**src/rtl/regfile_scoreboard.sv**
```systemverilog
// regfile_scoreboard
//   Register file with a per-register busy scoreboard for an in-order
//   issue / out-of-order writeback pipeline.
//
//   R0 is hard-wired to zero and is never busy.
//   Both read ports are combinational.
//   An issue reserves its destination register (busy=1).
//   A writeback stores the data and releases the register.
//   busy_cnt is a registered count of the busy registers.
//
//   Optional feature (compile-time macro REGFILE_BYPASS_EN):
//     A same-cycle writeback is forwarded to a read port whose address
//     matches. That port then also reads not-busy.
//     Without the macro, reads return the stored (pre-write) state.
//
// Ports
//   clk, rst_n               clock, asynchronous active-low reset
//   addr_a/data_a/busy_a     read port A: address, data, busy flag
//   addr_b/data_b/busy_b     read port B: address, data, busy flag
//   write_en/addr_w/data_w   writeback strobe, address, data
//   issue_en/issue_addr      reserve a destination register
//   issue_stall              destination already busy, issue refused
//   busy_cnt                 number of busy registers (registered)
module regfile_scoreboard #(
  parameter int DATA_W = 32,
  parameter int ADDR_W = 4
) (
  input  logic              clk,
  input  logic              rst_n,
  input  logic [ADDR_W-1:0] addr_a,
  output logic [DATA_W-1:0] data_a,
  output logic              busy_a,
  input  logic [ADDR_W-1:0] addr_b,
  output logic [DATA_W-1:0] data_b,
  output logic              busy_b,
  input  logic              write_en,
  input  logic [ADDR_W-1:0] addr_w,
  input  logic [DATA_W-1:0] data_w,
  input  logic              issue_en,
  input  logic [ADDR_W-1:0] issue_addr,
  output logic              issue_stall,
  output logic [ADDR_W:0]   busy_cnt
);

  localparam int NREGS = 2 ** ADDR_W;

  logic [DATA_W-1:0] regs_q [NREGS];
  logic [NREGS-1:0]  busy_q;
  logic [NREGS-1:0]  busy_d;
  logic [ADDR_W:0]   cnt_q;
  logic [ADDR_W:0]   cnt_d;

  logic              wb_clr_s;
  logic              issue_set_s;
  logic              stall_s;
  logic              cnt_inc_s;
  logic              cnt_dec_s;
  logic [DATA_W-1:0] rd_a_s;
  logic [DATA_W-1:0] rd_b_s;
  logic              rb_a_s;
  logic              rb_b_s;

  // Control decode: writeback clear, stall and accepted issue
  always_comb begin
    wb_clr_s = write_en && (addr_w != {ADDR_W{1'b0}});
    // A writeback to the same register this cycle frees it in time, so no stall.
    if (issue_en && (issue_addr != {ADDR_W{1'b0}}) && busy_q[issue_addr] &&
        !(write_en && (addr_w == issue_addr))) begin
      stall_s = 1'b1;
    end else begin
      stall_s = 1'b0;
    end
    issue_set_s = issue_en && (issue_addr != {ADDR_W{1'b0}}) && !stall_s;
  end

  // Next busy vector and count; on same-register collision the issue wins
  always_comb begin
    busy_d = busy_q;
    if (wb_clr_s) begin
      busy_d[addr_w] = 1'b0;
    end else begin
      busy_d = busy_q;
    end
    if (issue_set_s) begin
      busy_d[issue_addr] = 1'b1;
    end else begin
      busy_d[0] = busy_d[0];
    end
    // Count real bit transitions only.
    // A writeback to a non-busy register does not decrement, so the count cannot wrap.
    cnt_inc_s = issue_set_s && !busy_q[issue_addr];
    cnt_dec_s = wb_clr_s && busy_q[addr_w] &&
                !(issue_set_s && (issue_addr == addr_w));
    cnt_d = cnt_q + {{ADDR_W{1'b0}}, cnt_inc_s} - {{ADDR_W{1'b0}}, cnt_dec_s};
  end

  // Scoreboard state: busy bits and busy count
  always_ff @(posedge clk or negedge rst_n) begin
    if (!rst_n) begin
      busy_q <= {NREGS{1'b0}};
      cnt_q  <= {(ADDR_W+1){1'b0}};
    end else begin
      busy_q <= busy_d;
      cnt_q  <= cnt_d;
    end
  end

  // Register storage; R0 is never written so it stays at its reset value of zero
  always_ff @(posedge clk or negedge rst_n) begin
    if (!rst_n) begin
      for (int i = 0; i < NREGS; i++) begin
        regs_q[i] <= {DATA_W{1'b0}};
      end
    end else if (wb_clr_s) begin
      regs_q[addr_w] <= data_w;
    end
  end

  // Read ports (optionally bypassing a same-cycle writeback)
  always_comb begin
    rd_a_s = regs_q[addr_a];
    rd_b_s = regs_q[addr_b];
    rb_a_s = busy_q[addr_a] && (addr_a != {ADDR_W{1'b0}});
    rb_b_s = busy_q[addr_b] && (addr_b != {ADDR_W{1'b0}});
`ifdef REGFILE_BYPASS_EN
    if (wb_clr_s && (addr_w == addr_a)) begin
      rd_a_s = data_w;
      rb_a_s = 1'b0;
    end else begin
      rd_a_s = rd_a_s;
    end
    if (wb_clr_s && (addr_w == addr_b)) begin
      rd_b_s = data_w;
      rb_b_s = 1'b0;
    end else begin
      rd_b_s = rd_b_s;
    end
`endif
    if (addr_a == {ADDR_W{1'b0}}) begin
      rd_a_s = {DATA_W{1'b0}};
    end else begin
      rd_a_s = rd_a_s;
    end
    if (addr_b == {ADDR_W{1'b0}}) begin
      rd_b_s = {DATA_W{1'b0}};
    end else begin
      rd_b_s = rd_b_s;
    end
  end

  // While reset is held, every combinational output is forced quiet.
  // This also covers the bypass path, which would otherwise forward data_w.
  assign data_a      = rst_n ? rd_a_s  : {DATA_W{1'b0}};
  assign data_b      = rst_n ? rd_b_s  : {DATA_W{1'b0}};
  assign busy_a      = rst_n ? rb_a_s  : 1'b0;
  assign busy_b      = rst_n ? rb_b_s  : 1'b0;
  assign issue_stall = rst_n ? stall_s : 1'b0;
  assign busy_cnt    = cnt_q;

endmodule
```
**config.mk**
```make
export PLATFORM = sky130hd
export DESIGN_NAME = regfile_scoreboard
export DESIGN_NICKNAME = d
export VERILOG_FILES = /design/src/rtl/regfile_scoreboard.sv
export SDC_FILE = /design/constraint.sdc
export NUM_CORES = 1
export LEC_CHECK = 0
export BUFFER_PORTS_ARGS = -buffer_cell sky130_fd_sc_hd__buf_2
export CELL_PAD_IN_SITES_DETAIL_PLACEMENT = 0
export CELL_PAD_IN_SITES_GLOBAL_PLACEMENT = 2
export CORE_MARGIN = 3
export CORE_UTILIZATION = 47
export CTS_CLUSTER_SIZE = 10
export DETAILED_ROUTE_END_ITERATION = 12
export PLACE_DENSITY = 0.92
export SLEW_MARGIN = 10
export SYNTH_ARGS = -nofsm -noshare
export SYNTH_HDL_FRONTEND = slang
export SYNTH_SLANG_ARGS = --single-unit
```
**constraint.sdc**
```tcl
create_clock -name clk -period 3.4 [get_ports clk]
set_clock_uncertainty 0.2 [all_clocks]
set_input_delay 0.68 -clock clk [delete_from_list [all_inputs] [get_ports clk]]
set_output_delay 0.68 -clock clk [all_outputs]
set_load 0.02 [all_outputs]
```
==> results of run 1 <==
-- cells by family after synthesis --
| kind of cell | count (synthesis) | synth area share |
|---|---|---|
| xor+xnor | 8 | 0.00246 |
| mux | 890 | 0.454 |
| flops | 533 | 0.468 |
| simple gates | 48 | 0.00961 |
| buf+inv | 219 | 0.0377 |
| compound gates | 102 | 0.0252 |
| fa+ha+maj | 6 | 0.00290 |
-- cells in the mapped netlist (all sizes together) (2+ instances only) --
master,instances,area share
dfrtp,533,0.47
mux2,482,0.19
mux4,272,0.21
mux2i,136,0.048
buf,110,0.023
clkbuf,101,0.013
o22ai,66,0.014
nand2,18,0.0024
o21ai,15,0.0026
nor2,12,0.0016
o41ai,10,0.0047
inv,7,0.00092
nand2b,7,0.0015
ha,5,0.0022
xor2,5,0.0015
a21oi,4,0.0012
or3,3,0.00066
xnor2,3,0.00092
a211oi,2,0.00053
a21o,2,0.00053
nand3b,2,0.0014
o311ai,2,0.00088
-- routing by layer --
metal,GRT usage,vias to the layer above,part of all wire
met5,0,-,0.00058
met4,0.0710,8,0.027
met3,0.0487,151,0.070
met2,0.399,631,0.49
met1,0.330,9480,0.41
li1,-,7125,-
-- cell type report --
type                            instances  area [sq um]
Multi-Input combinational cell       1054         14200
Timing Repair Buffer                  218          1880
Tap cell                              773           967
Inverter                                8          30.0
Clock inverter                          4          33.8
Antenna cell                            4          10.0
Sequential cell                       533         13300
Fill cell                            4785         27400
Clock buffer                           74          1640
-- worst min path at each step --
stage                start           to  slack (ns)  cells past startpoint
2_1_floorplan        rst_n  busy_cnt[0]        0.18                      0
3_3_place_gp   regs_q[492]  regs_q[492]        0.18                      0
3_5_place_dp   regs_q[493]  regs_q[493]        0.19                      0
4_1_cts              rst_n  busy_cnt[3]        0.10                      2
5_1_grt              rst_n  busy_cnt[4]        0.13                      2
6_report             rst_n  busy_cnt[3]        0.07                      2
-- metrics by stage --
| step | setup TNS [ns] | cell area [sq um] | setup slack [ns] |
|---|---|---|---|
| 6_report | 0 | 32100 | 0.126 |
| 5_1_grt | 0 | 32100 | 0.0477 |
| 4_1_cts | 0 | 32100 | 0.115 |
| 3_5_place_dp | -0.234 | 30400 | -0.209 |
| 3_3_place_gp | -0.155 | 30400 | -0.155 |
| 2_1_floorplan | 0 | 28500 | 0.0169 |
-- critical path: stages --
cell     delay, ns
buf_8         0.27
buf_4         0.28
mux4_2        0.53
mux2i_1       0.19
o22ai_1       0.20
buf_2         0.21
-- power by group through the flow --
stage          logic [uW]  clock network (uW)  registers, uW
2_1_floorplan        3720                   0           8580
3_3_place_gp         4730                   0           8760
3_5_place_dp         4890                   0           8930
4_1_cts              4910                5950           8840
5_1_grt              5230                6200           9050
6_report             4870                5810           8880
-- flip-flops by register name, summed over array words and instances (netlist names) --
register and flops:
busy_cnt 5, busy_q 16, regs_q 512
==> reports/metrics.cfg, run 1 <==
[layout]
instances_no_fill=2668
mostFrequentLayoutCells=dfrtp_1, mux2_2, mux4_2, mux2i_1, buf_2
area_delta_synth_final_pct=12.6
final_nets=1934
final_util=0.540
final_common_cell=dfrtp_1
drive_gt1_frac=0.550

[clock_network]
clock_path_buffers=3
cts_hold_buf=1
cts_resized=0
clock_sinks=533
path_clk_slew_ns=0.05
htree_levels=2
cts_setup_buffers=0
cts_made_buffers=61
cts_tree=built
root_buffer=clkbuf_16
clock_latency_ns=0.62

[critical_path]
required_ns=2.52
setup.worst_path.end_class=primary output
setup.worst_path.class=in -> out
worst_ep_arrival_time_ns=2.39
endpoint=data_a[20]
start_kind=input pin
path_max_fanout=20
r2r-end=busy_cnt[4]
crit_start=addr_a[0]
r2r_cells=11
regToRegStartpoint=busy_q[12]
rrSetupSlack_ns=0.29

[synthesis]
ys_ff_latch=533
synth-main-ff-cell=dfrtp_1
ys_types=41
synth.net_count=1864
yosysSeqAreaShare=0.468
async_flop_share=1.00
synth_edf_count=0
synth.avg_cell_area_sq_um=15.8
yosys_warnings=0
mappedNetlistArea_sq_um=28500
netlist_instances=1806

[timing]
drv_slew=0
min_period_ns=3.27
whs_ns=0.0682
max_slew_margin=0.396
fmax_mhz=305
hold_violations=0
setup-violations-final=0
worst_slew_pin_slew_ns=0.906
rsz0062_at_grt=no
fin_crit_sh=0.963

[power]
p_per_area_nw_per_um2=609
finalPower_uw=19600
p_seq_frac=0.454
power.static_leakage_uw=0.0137
power.share.clock=0.297
ir_worst_vdd_mv=0.454
internal_power_uw=14000
p_switching_uw=5550
p_sw_frac=0.284
combPwrFrac=0.249

[placed_design]
portBuffers=123
post-dp-hpwl_microns=46300
dp.cells=2585
globalplace.congestion=0.822

[die]
pin_count=124
die_x_microns=252
core_area_sq_um=59500
std_cell_rows=89
dieArea_sq_um=63700
die_h_microns=252
initial_core_util=0.479

[detailed_routing]
wl_per_cell_microns=28.6
ant_nets=0
route.vias.total=17400
first_iter_violations=1400
drc_errors=0
drt_pass1_iterations=5
viasPerCell=6.52
routed_wl_microns=76300

[status]
status=completed

[run]
maxCapViolCount=0

[global_routing]
grtUsageTotal=0.243
grt_max_degree=159
grt_pass1_vias=18700
antenna_found_initial=6
grt_pass1_wl_microns=117000
grt.overflow.total=0

[worst_hold_path]
min_path_type=in -> async

Power figures use the tool's default switching activity.
==> run 2: changes to the inputs <==
--- a/config.mk
+++ b/config.mk
@@ -12,7 +12,7 @@
 export CORE_UTILIZATION = 47
 export CTS_CLUSTER_SIZE = 10
 export DETAILED_ROUTE_END_ITERATION = 12
-export PLACE_DENSITY = 0.92
+export PLACE_DENSITY = 0.8
 export SLEW_MARGIN = 10
 export SYNTH_ARGS = -nofsm -noshare
 export SYNTH_HDL_FRONTEND = slang
==> run 2 against run 1 <==
  * Worst setup slack better by 0.055 ns
  * First-iteration DRC count is 1.2% higher
  * Worst hold slack lost 0.019 ns
  * Global-route usage rose by 1.0 points
  * Clock-buffer cell count rose by 3
  * Highest routed layer is now met4
  * Wire length is 3.4% higher
  * Total power up 0.57%
  * Die area did not move
  * Critical endpoint is now data_a[13]
  * Final cell count grew 0.34%
  * Critical path type unchanged
  * Final area increased by 0.39%
  * Combinational power about the same
  * Sequential power barely moved
==> reports/metrics.cfg, run 2 (same netlist as run 1, synthesis figures left out) <==
[timing]
fmax_mhz=311  ; +1.7%
rsz0062_at_grt=no
setup-violations-final=0  ; unchanged
min_period_ns=3.22  ; -0.0552 ns
hold_violations=0  ; unchanged
setup-tns-final_ns=0  ; unchanged
worst_slew_pin_slew_ns=0.974  ; +0.0672 ns
drv_slew=0  ; unchanged
fin_crit_sh=0.947  ; -0.0162
max_slew_margin=0.351  ; -0.0448
whs_ns=0.0496  ; -0.0187 ns
setup_ws_ns=0.181  ; +0.0552 ns

[global_routing]
grt_pass1_vias=18700  ; -0.11%
antenna_found_initial=5  ; -1
grtUsageTotal=0.253  ; +0.0101
grt_pass1_wl_microns=120000  ; +2.6%
grt.overflow.total=0  ; unchanged
grt_max_degree=159  ; unchanged

[clock_network]
clock_latency_ns=0.62  ; about the same
htree_levels=2  ; unchanged
cts_setup_buffers=0  ; unchanged
cts_made_buffers=61  ; unchanged
clock_path_buffers=3  ; unchanged
root_buffer=clkbuf_16
cts_tree=built
path_clk_slew_ns=0.05  ; about the same
clock_sinks=533  ; unchanged

[die]
core_area_sq_um=59500  ; unchanged
pin_count=124  ; unchanged
die_x_microns=252  ; unchanged
dieArea_sq_um=63700  ; unchanged
die_h_microns=252  ; unchanged
initial_core_util=0.479  ; unchanged
std_cell_rows=89  ; unchanged

[layout]
mostFrequentLayoutCells=dfrtp_1, mux2_2, mux4_2, mux2i_1, buf_2
largest_register_ffs=512  ; unchanged
n_fill_cell=4836  ; +1.1%
final_nets=1943  ; +0.47%
final_common_cell=dfrtp_1
instances_no_fill=2677  ; +0.34%
largest-register=regs_q
regArea_sq_um=13300  ; unchanged
area_delta_synth_final_pct=13.0
multi_input_comb_area_sq_um=14200  ; unchanged
drive_gt1_frac=0.551  ; +0.000736

[detailed_routing]
viasPerCell=6.42  ; -1.5%
first_iter_violations=1417  ; +1.2%
drc_errors=0  ; unchanged
wl_per_cell_microns=29.5  ; +3.1%
routed_wl_microns=79000  ; +3.4%
drt_pass1_iterations=5  ; unchanged
route.vias.total=17200  ; -1.2%
ant_nets=0  ; unchanged

[power]
power.share.clock=0.302  ; +0.005
p_switching_uw=5540  ; -0.13%
internal_power_uw=14100  ; +0.85%
ir_worst_vdd_mv=0.414  ; -8.8%
p_seq_frac=0.450  ; -0.004
p_per_area_nw_per_um2=610  ; +0.19%
power.static_leakage_uw=0.0137  ; +0.44%
p_sw_frac=0.282  ; -0.00199
finalPower_uw=19700  ; +0.57%
combPwrFrac=0.248  ; about the same

[critical_path]
required_ns=2.52  ; about the same
worst_ep_arrival_time_ns=2.34  ; -0.05 ns
setup.worst_path.end_class=primary output
setup.worst_path.class=in -> out
regToRegStartpoint=busy_q[11]
start_kind=input pin
path_max_fanout=22  ; +10%
crit_start=addr_a[0]
r2r_cells=11  ; unchanged

[placed_design]
dp.cells=2593  ; +0.31%
globalplace.congestion=0.823  ; +0.15%
post-dp-hpwl_microns=48300  ; +4.4%
portBuffers=123  ; unchanged
post-place-ws_ns=-0.177  ; +0.0317 ns

[status]
status=completed

[run]
maxCapViolCount=0  ; unchanged

[worst_hold_path]
min_path_type=in -> async

-- run 2: final timing paths --
path / slack (ns) / endpoint
max: 0.18 / data_a[13]
min: 0.05 / regs_q[431]
max reg2reg: 0.27 / busy_cnt[4]
min reg2reg: 0.19 / regs_q[504]
max in group asynchronous: 1.48 / regs_q[485]
min in group clk: 0.19 / regs_q[504]
-- run 2: layer usage --
metal	wire (microns)	share of wire	up-vias	global-route usage
met5	0	0	-	0
met4	2130	0.027	0	0.0750
met3	4540	0.057	138	0.0507
met2	38900	0.49	514	0.419
met1	33300	0.42	9373	0.340
li1	-	-	7166	-
-- run 2: area by class of cell --
class,count,share of cell area
tap,773,0.0300
multi-input combinational,1054,0.441
clock buffer,77,0.0515
clock inverter,4,0.00151
antenna,1,0.0000776
sequential,533,0.414
inverter,8,0.000932
timing repair buffer,227,0.0611
-- run 2: worst max-delay path: stages --
cell	delay, ns
buf_8	0.21
buf_12	0.26
mux4_2	0.53
mux2i_1	0.21
o22ai_1	0.20
buf_2	0.22
-- run 2: per-stage QoR --
stage / instance area [sq um] / utilization
after floorplan: 28500 / -
after global routing: 32200 / 0.542
after global placement: 30500 / 0.513
after detailed placement: 30500 / 0.513
final: 32200 / 0.542
after CTS: 32200 / 0.542
-- run 2: power by group through the flow --
stage	clock network, uW	logic (uW)	registers [uW]
6_report	5940	4870	8850
5_1_grt	6360	5240	9030
4_1_cts	6100	4920	8820
3_5_place_dp	0	4900	8910
3_3_place_gp	0	4780	8790
2_1_floorplan	0	3720	8580
-- run 2: timing repair --
action | CTS | global route
hold buffers | 2 | 0
hold endpoints to repair | 17 | 0
gates resized for setup | 0 | 0
setup endpoints to repair | 0 | 0
